<file path="config.mk">
export PLATFORM = sky130hd
export DESIGN_NAME = packet_receive_buffer
export DESIGN_NICKNAME = d
export VERILOG_FILES = /design/src/rtl/packet_receive_buffer_pkg.sv /design/src/rtl/packet_receive_checksum.sv /design/src/rtl/packet_receive_buffer.sv
export SDC_FILE = /design/constraint.sdc
export NUM_CORES = 1
export LEC_CHECK = 0
export CAP_MARGIN = 20
export CORE_MARGIN = 2
export CORE_UTILIZATION = 41
export CTS_BUF_LIST = sky130_fd_sc_hd__clkbuf_4
export DETAILED_ROUTE_END_ITERATION = 6
export PLACE_DENSITY = 0.71
export SYNTH_ARGS = -nofsm -noshare
export SYNTH_HDL_FRONTEND = slang
export SYNTH_HIERARCHICAL = 1
export SYNTH_SLANG_ARGS = --single-unit
</file>
<file path="constraint.sdc">
create_clock -name nocclk -period 30.5 [get_ports nocclk]
set_clock_uncertainty 0.1 [all_clocks]
set_input_delay 3.05 -clock nocclk [delete_from_list [all_inputs] [get_ports nocclk]]
set_output_delay 3.05 -clock nocclk [all_outputs]
set_load 0.02 [all_outputs]
</file>
<file path="src/rtl/packet_receive_buffer_pkg.sv">
// Shared flit and packet types for the receive path.
// Two packages: types (flit format) and packet_types (reassembled packet element).
package types;
  localparam int LEN_W     = 4;
  localparam int PAYLOAD_W = 32;

  typedef enum logic [1:0] {
    HEAD = 2'd0,
    BODY = 2'd1,
    TAIL = 2'd2,
    NOPE = 2'd3
  } flittype_t;

  typedef struct packed {
    logic [1:0]           flittype;
    logic [7:0]           src_id;
    logic [7:0]           dst_id;
    logic [LEN_W-1:0]     length;
    logic [PAYLOAD_W-1:0] payload;
  } flit_t;

  // XOR of all payload bytes, the per-flit contribution to the running checksum.
  function automatic logic [7:0] fold_bytes(input logic [PAYLOAD_W-1:0] p);
    logic [7:0] x;
    x = '0;
    for (int i = 0; i < PAYLOAD_W / 8; i++) begin
      x = x ^ p[i*8 +: 8];
    end
    return x;
  endfunction
endpackage

package packet_types;
  localparam int MAX_BODY = 8;

  typedef enum logic [1:0] {
    S_IDLE = 2'd0,
    S_RECV = 2'd1,
    S_DONE = 2'd2
  } rx_state_t;

  typedef struct packed {
    types::flit_t                         head;
    types::flit_t [MAX_BODY-1:0]          body;
    logic         [types::LEN_W-1:0]      count;
  } packet_element_t;
endpackage

</file>
<file path="src/rtl/packet_receive_checksum.sv">
// Running 8-bit XOR accumulator over flit payload bytes; used only when
// PACKET_RECEIVE_CHECKSUM_EN is defined.
module packet_receive_checksum
  import types::*;
(
  input  logic                 nocclk,
  input  logic                 rst,
  input  logic                 clear,
  input  logic                 update,
  input  logic [PAYLOAD_W-1:0] data,
  input  logic [7:0]           expected,
  output logic                 match
);
  logic [7:0] acc_q, acc_d;

  // clear and update together restart the sum with the current flit
  always_comb begin
    acc_d = clear ? 8'h00 : acc_q;
    if (update) begin
      acc_d = acc_d ^ fold_bytes(data);
    end
  end

  always_ff @(posedge nocclk or posedge rst) begin
    if (rst) begin
      acc_q <= '0;
    end else begin
      acc_q <= acc_d;
    end
  end

  assign match = (acc_q == expected);
endmodule

</file>
<file path="src/rtl/packet_receive_buffer.sv">
// Reassembles one HEAD/BODY/TAIL flit stream into a packet element and holds it
// until the controller consumes it. Optional TAIL checksum: PACKET_RECEIVE_CHECKSUM_EN.
module packet_receive_buffer
  import types::*;
  import packet_types::*;
(
  input  logic            nocclk,
  input  logic            rst,
  input  logic            received_flit_valid,
  output logic            received_flit_ready,
  input  flit_t           received_flit,
  output logic            received_packet_valid,
  input  logic            received_packet_ready,
  output packet_element_t received_packet,
  output logic            received_packet_error
);
  localparam logic [LEN_W-1:0] MAX_LEN = LEN_W'(MAX_BODY);

  rx_state_t        state_q, state_d;
  flit_t            head_q, head_d;
  logic [LEN_W-1:0] count_q, count_d;
  logic             error_q, error_d;
  logic             live_q, live_d;
  flit_t            stored_body [MAX_BODY];

  logic             accept, head_take, body_take, tail_take, body_we, ck_ok;
  logic [LEN_W-1:0] last_idx;

  assign accept    = received_flit_valid && received_flit_ready;
  assign last_idx  = head_q.length - LEN_W'(1);
  assign head_take = accept && (state_q == S_IDLE) && (received_flit.flittype == HEAD);
  assign body_take = accept && (state_q == S_RECV) && (received_flit.flittype == BODY)
                     && (count_q < last_idx);
  assign tail_take = accept && (state_q == S_RECV) && (received_flit.flittype == TAIL)
                     && (count_q == last_idx);
  assign body_we   = body_take || tail_take;

`ifdef PACKET_RECEIVE_CHECKSUM_EN
  packet_receive_checksum u_checksum (
    .nocclk   (nocclk),
    .rst      (rst),
    .clear    (head_take),
    .update   (head_take || body_take),
    .data     (received_flit.payload),
    .expected (received_flit.payload[7:0]),
    .match    (ck_ok)
  );
`else
  assign ck_ok = 1'b1;
`endif

  always_comb begin
    state_d = state_q;
    head_d  = head_q;
    count_d = count_q;
    error_d = 1'b0;
    live_d  = 1'b1;
    case (state_q)
      S_IDLE: begin
        if (head_take) begin
          head_d  = received_flit;
          count_d = '0;
          if (received_flit.length == '0) begin
            state_d = S_DONE;
          end else if (received_flit.length > MAX_LEN) begin
            error_d = 1'b1;
          end else begin
            state_d = S_RECV;
          end
        end else if (accept && (received_flit.flittype != NOPE)) begin
          error_d = 1'b1;
        end
      end
      S_RECV: begin
        if (body_take) begin
          count_d = count_q + LEN_W'(1);
        end else if (tail_take) begin
          count_d = count_q + LEN_W'(1);
          if (ck_ok) begin
            state_d = S_DONE;
          end else begin
            error_d = 1'b1;
            state_d = S_IDLE;
          end
        end else if (accept && (received_flit.flittype != NOPE)) begin
          // the offending flit is dropped, even a HEAD
          error_d = 1'b1;
          state_d = S_IDLE;
        end
      end
      S_DONE: begin
        if (received_packet_ready) begin
          state_d = S_IDLE;
        end
      end
      default: state_d = S_IDLE;
    endcase
  end

  always_ff @(posedge nocclk or posedge rst) begin
    if (rst) begin
      state_q <= S_IDLE;
      head_q  <= '0;
      count_q <= '0;
      error_q <= 1'b0;
      live_q  <= 1'b0;
    end else begin
      state_q <= state_d;
      head_q  <= head_d;
      count_q <= count_d;
      error_q <= error_d;
      live_q  <= live_d;
    end
  end

  for (genvar gi = 0; gi < MAX_BODY; gi++) begin : g_body
    flit_t entry_q, entry_d;

    always_comb begin
      entry_d = entry_q;
      if (body_we && (count_q == LEN_W'(gi))) begin
        entry_d = received_flit;
      end
    end

    always_ff @(posedge nocclk or posedge rst) begin
      if (rst) begin
        entry_q <= '0;
      end else begin
        entry_q <= entry_d;
      end
    end

    assign stored_body[gi] = entry_q;
  end

  assign received_flit_ready   = live_q && (state_q != S_DONE);
  assign received_packet_valid = (state_q == S_DONE);
  assign received_packet_error = error_q;

  always_comb begin
    received_packet.head  = head_q;
    received_packet.count = count_q;
    for (int i = 0; i < MAX_BODY; i++) begin
      received_packet.body[i] = stored_body[i];
    end
  end
endmodule

</file>
; After elaboration in Yosys (flattened, before gate mapping)
; Index checks and enable logic that the tools add are counted.
[classes]
n_addsub = 2
n_mul = 0
div_mod_pow = 0
order_cmp = 2
eq_ne = 20
n_shift = 0
mux = 19
bitwise_logic = 0
n_reduce_logical = 27
[op_table]
columns = op, n
row1 = logical AND 1 bit, 18
row2 = "equality test 4 x 3 -> 1 bit, second input constant", 4
row3 = 2-to-1 mux 2 bit, 7
row4 = 2-to-1 mux 4 bit, 3
row5 = "equality test 4 x 2 -> 1 bit, second input constant", 2
row6 = logical NOT 4 bit, 2
row7 = "!= test 2 bit, second input constant", 4
row8 = one-hot mux 4 bit (2 select lines), 1
row9 = 2-to-1 mux 1 bit, 6
row10 = "!= test 3 bit, second input constant", 2
row11 = one-hot mux 2 bit (3 select lines), 1
row12 = AND reduction 5 bit, 1
row13 = "adder 4 x 1 -> 4 bit, second input constant", 1
row14 = "equality test 2 x 1 -> 1 bit, second input constant", 2
row15 = "equality test 2 bit, second input constant", 2
row16 = "equality test 4 x 1 -> 1 bit, second input constant", 1
row17 = equality test 4 bit, 1
row18 = "greater-than comparator 4 bit, second input constant", 1
row19 = logical NOT 2 bit, 2
row20 = < comparator 4 bit, 1
row21 = "subtractor 4 x 1 -> 4 bit, second input constant", 1
row22 = "!= test 3 x 2 -> 1 bit, second input constant", 1
row23 = AND reduction 3 bit, 1
row24 = "!= test 2 x 1 -> 1 bit, second input constant", 1
row25 = 4 further kinds, 4
[totals]
regBits = 494
latchBits = 0
ram_bits = 0
rom_bits = 0
input_bits = 58
out_inout_bits = 493
wordCells = 119
n_memories = 0

; Longest topological paths before layout
; Gate-level depths: netlist of run 1.
[logic_depth]
depth_word = 9
mapped_depth = 12
ltp_nobuf = 9

; Least setup slack after synthesis of run 1
; Ideal clock, no wire load.
[synth_path]
path_type = input port to flip-flop
from = input port received_flit[53] (netlist name)
to = register g_body[1].entry_q, in the netlist received_packet[100]
setup_time_ps = 125
t_arrival_ps = 4660
required_ps = 30275
setup_slack_ps = 25616
stages = 7
n_path_buf = 3
cell_sequence = a2111oi_4 a21boi_2 buf_2 nor4b_1 buf_2 buf_4 mux2_2
[synth_via]
elab_chain_len = 5
word_cells_on_any_way = 8
cone_classes = eq/ne (2) / reduce/logical (6)
[synth_rtl]
columns = item, line_no
row1 = "start, declared", packet_receive_buffer.sv:11  ; input flit_t received_flit,
row2 = equality test 2 x 1 -> 1 bit or equality test 2 bit (tied branches), "packet_receive_buffer.sv:32, packet_receive_buffer.sv:34"
row3 = logical AND 1 bit (on tied branches), "packet_receive_buffer.sv:32, packet_receive_buffer.sv:34"
row4 = logical AND 1 bit (on tied branches), "packet_receive_buffer.sv:33, packet_receive_buffer.sv:35"
row5 = logical OR 1 bit *, packet_receive_buffer.sv:36  ; assign body_we = body_take || tail_take;
row6 = logical AND 1 bit *, packet_receive_buffer.sv:121  ; if (body_we && (count_q == LEN_W'(gi))) begin
row7 = "end signal, assigned", packet_receive_buffer.sv:130  ; entry_q <= entry_d;
row8 = "end, declared", packet_receive_buffer.sv:117  ; flit_t entry_q, entry_d;
; Mark *: on every way between the ends. The rest lies on a longest branch, timed or not.
; A chain may end at the register's enable or synchronous reset.

; Final worst setup path of run 1
[layout_path]
from = input port received_flit[53] (netlist name)
to = register g_body[6].entry_q, in the netlist received_packet[348]
[layout_via]
elab_chain_len = 5
word_cells_on_any_way = 8
cone_classes = eq/ne (2) / reduce/logical (6)
[layout_rtl]
columns = item, line_no
row1 = equality test 2 x 1 -> 1 bit or equality test 2 bit (tied branches), "packet_receive_buffer.sv:32, packet_receive_buffer.sv:34"
row2 = logical AND 1 bit (on tied branches), "packet_receive_buffer.sv:32, packet_receive_buffer.sv:34"
row3 = logical AND 1 bit (on tied branches), "packet_receive_buffer.sv:33, packet_receive_buffer.sv:35"
row4 = logical OR 1 bit *, packet_receive_buffer.sv:36
row5 = logical AND 1 bit *, packet_receive_buffer.sv:121
row6 = "end signal, assigned", packet_receive_buffer.sv:130
row7 = "end, declared", packet_receive_buffer.sv:117
; Marks and branches as above.

==> results, run 1 <==
- The critical path is of the in2reg type.
- The floorplan die height is 220 um.
- The number of vias per cell is 5.01.
- The final layout contains routed wiring with a total length of 57.2 mm.
- For this design the static power due to leakage is 13.3 nW.
- Timing would allow up to 0.179 GHz.
- The synthesized netlist net count is 1292.
- The number of different library cells used by synthesis comes to 39.
- Synthesis inferred 494 register bits.
- Yosys printed 6 warnings.
- The clock-pin slew of the registers on the worst-case setup and hold paths is 0.06 ns.
- Setup repair after global routing left no endpoint under its margin.
- The shortest period the worst path allows is 5.58 ns.
- In this run the cell area of the synthesized design comes to 19200 sq um.
- The largest fanout on the critical path is 28.
- The final weighted congestion of routability-driven global placement is 0.825.
- The fraction of synthesized cell area taken by the top area cell type is 64.5%.
- In this run the tool buffered the top-level ports with 550 buffer cells.
- Detailed routing placed a total of 5.30 mm of wire on met3.
- The detailed router's first-iteration violation count is 645.
- The clock reaches the later pin of the worst-skew pair after 0.93 ns.
- Of the total synthesized cell area, the portion taken by XOR and XNOR cells is 0.137%.
- For the pin with the worst max-slew slack, the measured transition is 0.966 ns.
- The standard cell core area is 46400 sq um.
- The area fraction in compound gates after synthesis is 0.666%.
- The sequential element share of the synthesized area is 64.5%.
- The worst path arrival time is 6.28 ns.
- Leaving out fill and tap cells, the most frequent cells in the layout are sky130_fd_sc_hd__clkdlybuf4s50_1, sky130_fd_sc_hd__dfrtp_1, sky130_fd_sc_hd__mux2_2, sky130_fd_sc_hd__clkbuf_4, sky130_fd_sc_hd__nand2_1.
- The final total power is 1.54 mW.
- Across the whole layout, storage elements account for 12400 sq um.
- The total CTS buffers is 134.
- The number of global-route vias before repair is 13500.
- CTS built an H-tree with a depth of 4.
- The number of placement rows is 79.
- The number of slew-limit violations in the final report was 0.
- The category of the worst setup path launch point is an input port.
- The maximum VDD drop is 0.0330 mV.
- The headroom to the max-slew limit is 35.6%.
- The layout has 3837 filler cells.
- Data on the critical path is required at its endpoint by 31.20 ns.
- The CTS tree is built.
- The total via count after detailed routing is 12900.
- The critical path capture point type is a flop.
- The post-cts hold buffer count is 0.
- Sorting the synthesized cells by area gives the leading types as sky130_fd_sc_hd__dfrtp_1, sky130_fd_sc_hd__mux2_2, sky130_fd_sc_hd__mux2_4, sky130_fd_sc_hd__nand2_1, sky130_fd_sc_hd__buf_2.
- The instance count of the mapped netlist is 1225.
- The classification of the worst-slack hold path is reg2reg.
- The number of antenna violations at the first check in global routing is 1.
- For this run the aggregate overflow at the end of global routing stands at 0.
- The number of sinks handled by clock tree synthesis is 494.
- The biggest area contributor in the post-synthesis netlist is sky130_fd_sc_hd__dfrtp_1.
- The power per standard cell area is 57.2 nW/um^2.
- The synthesized netlist devotes 4.45% of its cell area to simple gates.
- The number of detailed-routing iterations run before antenna repair is 4.
- After Yosys synthesis, full adders, half adders and majority gates account for 0.588% of the synthesized area.
- For this run, design rule violations remaining after detail routing come to 0.
- The largest family of logic cells by synthesized area is multiplexers.
- The top layer used by detailed routing is met4.
- The wire length per cell after detailed routing is 22.3 um.
- After detailed routing, the wire length on met1 is 22.9 mm.
- The wire length of the first global-routing pass is 84.9 mm.
- In the final layout, the multi-input gates occupy 6400 sq um.
- Leaving out fill and tap cells, the most frequent cell in the layout is sky130_fd_sc_hd__clkdlybuf4s50_1.
- The post-detailed-route count of antenna-violating nets is 0.
- The number of primary I/O pins is 551.
- After routing, the total negative slack on setup checks comes to 0 ns.
- The net count of the finished layout is 1933.
- Of the cells placed in the final design, the portion with a size suffix greater than 1 is 33.9%.
- The floorplan step defined a die boundary enclosing 48500 sq um.
- The die width is 220 um.
- For this run, the total global-route usage over all layers was measured as 23.8%.
- The mean cell area of the mapped netlist is 15.6 sq um.
- The CTS root buffer is sky130_fd_sc_hd__clkbuf_4.
- For this run, the share of the core covered by cells in the final layout is 58.1%.
- Dividing the final minimum period by the clock period gives 18.3%.
- The flow ran to the end, and the final reports show no timing, DRC or antenna violations.
- The largest net degree at the start of global routing is 152.
- The maximum buffer depth of the clock tree is 3.
- Buffers added to address setup during post-CTS repair amount to 0.
- Once detailed placement completed, the half-perimeter wirelength came to 38.0 mm.
- The post-cts gate resize count is 0.
- The routed design uses 27.1 mm of met2 wire.
- The signed area change from the synthesized netlist to the final layout is 40.4%.
- The final count of hold timing violations was 0.
- Setup violations remaining at the end of the flow were counted as 0.
- The multiplexer share of the synthesized area is 27.4%.
- The starting density of the core is 41.3%.
- The reported max-cap violation count is 0.
critical path: stages:
cell	delay (ns)
sky130_fd_sc_hd__clkdlybuf4s50_1	0.70
sky130_fd_sc_hd__nand3_1	0.25
sky130_fd_sc_hd__a21boi_2	0.60
sky130_fd_sc_hd__or4b_4	0.68
sky130_fd_sc_hd__buf_4	0.61
sky130_fd_sc_hd__mux2_4	0.35
area by class of cell:
class | instances | share of cell area [%]
flip-flops and latches | 494 | 45.9
multi-input cells | 657 | 23.8
repair buffers | 570 | 21.1
clock buffers | 199 | 5.55
well taps | 607 | 2.82
clock inverters | 25 | 0.656
inverters | 9 | 0.153
diodes | 5 | 0.0465
registers in the layout, summed over array words and instances (netlist names):
name / flops
count_q: 4
live_q: 1
received_packet: 486
received_packet_error: 1
state_q: 2
where the power goes:
group	switching [mW]	internal, mW	total, mW
Sequential	0.0230	0.697	0.720
Combinational	0.128	0.105	0.233
Clock	0.268	0.321	0.588
worst paths after layout:
path / from / endpoint / slack, ns / depth (start not counted)
setup / recovery: received_flit[53] / received_packet[348] / 24.92 / 6
hold / removal: received_packet[442] / received_packet[442] / 0.37 / 2
setup reg to reg: received_packet[468] / received_packet[348] / 26.42 / 9
hold reg to reg: received_packet[442] / received_packet[442] / 0.37 / 2
max in group asynchronous: rst / received_packet[312] / 25.34 / 4
min in group asynchronous: rst / received_packet[441] / 2.61 / 2
Yosys cell counts (all sizes together):
| master | count |
|---|---|
| nor2b | 6 |
| a21oi | 5 |
| mux2 | 430 |
| inv | 9 |
| o211ai | 1 |
| nor2 | 1 |
| a2111oi | 1 |
| or3 | 5 |
| o21ai | 5 |
| nand4b | 2 |
| o311a | 1 |
| mux2i | 4 |
| dfrtp | 494 |
| and2 | 2 |
| and2b | 1 |
| buf | 47 |
| nand4 | 1 |
| nor4 | 3 |
| nor4b | 2 |
| nand2 | 159 |
| ha | 9 |
| nor3 | 3 |
| o22ai | 1 |
| nand3 | 2 |
| conb | 1 |
| nand2b | 2 |
| a21boi | 1 |
| a21o | 2 |
| clkbuf | 18 |
| xnor2 | 3 |
| or4b | 2 |
| and4 | 1 |
| and3 | 1 |
kinds of logic after synthesis:
kind of cell,count (synthesis)
other,1
adder cells (fa/ha/maj),9
XOR/XNOR,3
multiplexers,434
AND/OR/NAND/NOR,193
buffers and inverters,74
flip-flops,494
AO/OA/AOI/OAI,17
per-layer routing:
layer / up-vias / GRT usage, %
met1: 6621 / 29.2
met4: 0 / 10.3
li1: 5588 / -
met3: 120 / 9.39
met5: - / 0
met2: 526 / 37.2
through the flow:
step,area (sq um),hold WS [ns],instances,setup WS [ns]
2_1_floorplan,19200,0.414,1225,13.56
3_3_place_gp,25200,0.359,2337,24.14
3_5_place_dp,25200,0.363,2337,23.98
4_1_cts,26900,0.377,2561,24.86
5_1_grt,26900,0.395,2562,24.81
6_report,26900,0.374,2566,24.92
No activity file was read; power rests on OpenSTA's default activity.
==> inputs of run 2 (changes only) <==
Settings changed: PLACE_DENSITY 0.71 to 0.73.
Clock period 30.5 ns to 4.49 ns, I/O delays scaled along.
==> run 2 against run 1 <==
Register-to-register slack got worse by 26 ns. First-iteration DRC count decreased by 14%. Total power increased to 6.8 times the previous value. Global-route usage is 0.058 points higher. Flip-flop and latch count unchanged. Cell count rose by 0.27%. Highest routed layer unchanged. Design area rose by 0.51%. Routed wire length increased by 0.29%. Sequential share of layout area is 0.23 points lower. Worst setup slack got worse by 24 ns.
==> results, run 2 (synthesized netlist as in run 1, its figures left out) <==
- Measured along the x axis, the die boundary spans 220 um.
- The total length of routed wires is 57.3 mm.
- The CTS root buffer is sky130_fd_sc_hd__clkbuf_4.
- The final count of hold timing violations is 0.
- The flow ran to the end, and the final reports show no timing, DRC or antenna violations.
- The number of sinks handled by clock tree synthesis is 494.
- Leaving out fill and tap cells, the most frequent cells in the layout are sky130_fd_sc_hd__clkdlybuf4s50_1, sky130_fd_sc_hd__dfrtp_1, sky130_fd_sc_hd__mux2_2, sky130_fd_sc_hd__clkbuf_4, sky130_fd_sc_hd__nand2_1.
- 551 I/O pins were placed.
- STA classifies the critical path startpoint as a flop.
- The number of setup buffers added after CTS is 0.
- The maximum buffer depth of the clock tree is 3.
- STA classifies the critical path endpoint as a flop.
- Clock latency on the worst-skew pair, taken at its later pin, is 0.96 ns.
- The detailed router's first-iteration violation count is 553.
- IR analysis of the VDD net gives a maximum drop of 0.267 mV.
- The CTS H-tree depth is 4.
- The overflow left after global routing is 0.
- The wire-length estimate of the detail-placed layout is 38.4 mm.
- Using the TritonRoute via totals, the vias-per-cell ratio works out to 5.01.
- The shortest period the worst path allows is 3.64 ns.
- The register with the most flip-flops in the layout has 486 of them.
- The endpoint of the worst-slack reg-to-reg timing path is received_packet[401].
- The required time at the endpoint of the critical path is 5.19 ns.
- Timing would allow up to 0.275 GHz.
- The largest fanout on the critical path is 33.
- In the final layout, the share of cells above drive strength 1 is 34.3%.
- The number of input and output port buffers inserted is 550.
- The signed area change from the synthesized netlist to the final layout is 41.2%.
- The CTS tree is built.
- The startpoint of the worst register-to-register path is received_packet[469].
- The initial utilization of the core area, before any placement, comes to 41.3%.
- The wire length per cell after detailed routing is 22.3 um.
- The floorplan step set the die height to 220 um.
- Global routing used 23.8% of the available tracks across all layers.
- The die area is 48500 sq um.
- The number of detailed-routing iterations run before antenna repair is 4.
- The number of global-route vias before repair is 13700.
- After detailed routing, the number of remaining DRC violations is 0.
- Max-cap violations in this run came to 0.
- The power per standard cell area is 387 nW/um^2.
- The worst setup path is of the reg2reg kind.
- Across all layers, the routed design uses 12900 vias.
- In this run the most critical hold path is launched from received_flit[24].
- The wire length of the first global-routing pass is 85.0 mm.
- The number of slew-limit violations in the final report came to 0.
- The classification of the worst-slack hold path is in2reg.
- In this run the static leakage power is 13.4 nW.
- The number of antenna violations at the first check in global routing came to 2.
- The number of placement rows is 79.
- The standard cell core area is 46400 sq um.
- The count of nets left with antenna violations once routing finished came out at 0.
- Counting cells, the worst reg-to-reg path comes to 9.
- Dividing the final minimum period by the clock period gives 81.1%.
- The startpoint of the most critical setup path is received_packet[469].
- For the pin with the worst max-slew slack, the measured transition is 0.803 ns.
- The headroom to the max-slew limit is 46.5%.
- After clock tree synthesis, the clock-pin slew on the worst setup and hold paths is 0.07 ns.
- At the end of routability-driven placement, the weighted congestion stood at 0.841.
- The final-stage net count is 1941.
- The capturing instance or port of the critical path is received_packet[401].
- Setup repair after global routing left no endpoint under its margin.
- In this run, CTS created clock tree buffers numbering 131.
- The worst path arrival time is 4.34 ns.
- The library cell used most frequently in the layout, excluding fill and tap cells, is sky130_fd_sc_hd__clkdlybuf4s50_1.
- Entering global routing, the biggest net connects 133 pins.
- The number of setup violations in the final report is 0.
- The area of all placed cells without fillers is 27100 sq um.
- The worst register-to-register path has a setup slack of 0.85 ns.
- The instance area at placement is 25400 sq um.
- The final total power is 10.5 mW.
==> run 2: cell types whose count changed in the layout (fill, tap and decap cells not counted), sizes merged <==
cell	change
clkbuf	-5
clkinvlp	+4
clkinv	+1
dlygate4sd3	+1
inv	-1
diode	-3
buf	+10
==> run 2: worst max-delay path, stage by stage (launching register included) <==
cell,delay (ns)
sky130_fd_sc_hd__dfrtp_1,0.40
sky130_fd_sc_hd__nor3_1,0.23
sky130_fd_sc_hd__xnor2_1,0.14
sky130_fd_sc_hd__ha_1,0.30
sky130_fd_sc_hd__and4_1,0.22
sky130_fd_sc_hd__nand3_1,0.09
sky130_fd_sc_hd__a21boi_2,0.59
sky130_fd_sc_hd__or4b_4,0.75
sky130_fd_sc_hd__buf_12,0.30
sky130_fd_sc_hd__mux2_4,0.32
==> run 2: worst min-delay path by stage <==
stage | end | slack, ns | cells after the start
2_1_floorplan | received_packet_error | 0.41 | 1
3_3_place_gp | received_packet[473] | 0.36 | 2
4_1_cts | received_packet[460] | 0.03 | 3
6_report | received_packet[460] | 0.17 | 3
3_5_place_dp | received_packet[479] | 0.36 | 2
5_1_grt | received_packet[460] | 0.10 | 3
==> run 2: through the flow <==
| step | utilization (%) | hold slack, ns | setup WS, ns | TNS [ns] | cells |
|---|---|---|---|---|---|
| 2_1_floorplan | - | 0.414 | -2.76 | -1363.22 | 1225 |
| 3_3_place_gp | 54.7 | 0.358 | 0.950 | 0 | 2347 |
| 3_5_place_dp | 54.7 | 0.362 | 0.874 | 0 | 2347 |
| 4_1_cts | 58.3 | 0.0282 | 0.824 | 0 | 2571 |
| 5_1_grt | 58.4 | 0.101 | 0.536 | 0 | 2573 |
| 6_report | 58.4 | 0.168 | 0.850 | 0 | 2573 |
==> run 2: layer usage <==
| metal | share of wire, % | global-route usage, % | vias up |
|---|---|---|---|
| li1 | - | - | 5613 |
| met1 | 41 | 29.3 | 6643 |
| met2 | 46 | 36.6 | 512 |
| met3 | 8.9 | 9.51 | 119 |
| met4 | 3.8 | 11.5 | 0 |
| met5 | 0 | 0 | - |
==> run 2: power by group <==
part           internal, mW  leakage (nW)  switching, mW
sequential             4.73          6.78          0.159
clock                  2.15         0.993           1.85
combinational         0.719          5.58          0.868
==> run 2: area by class of cell <==
type	instances	area (sq um)
fillers	3712	19300
flip-flops and latches	494	12400
multi-input cells	657	6400
repair buffers	581	5820
clock buffers	194	1460
well taps	607	759
clock inverters	29	215
inverters	9	37.5
diodes	2	5.00
==> run 2: timing repair <==
item | 4_1_cts | 5_1_grt
hold buffers | 1 | 0
gates resized for setup | 0 | 0
endpoints found under the hold margin | 20 | 0
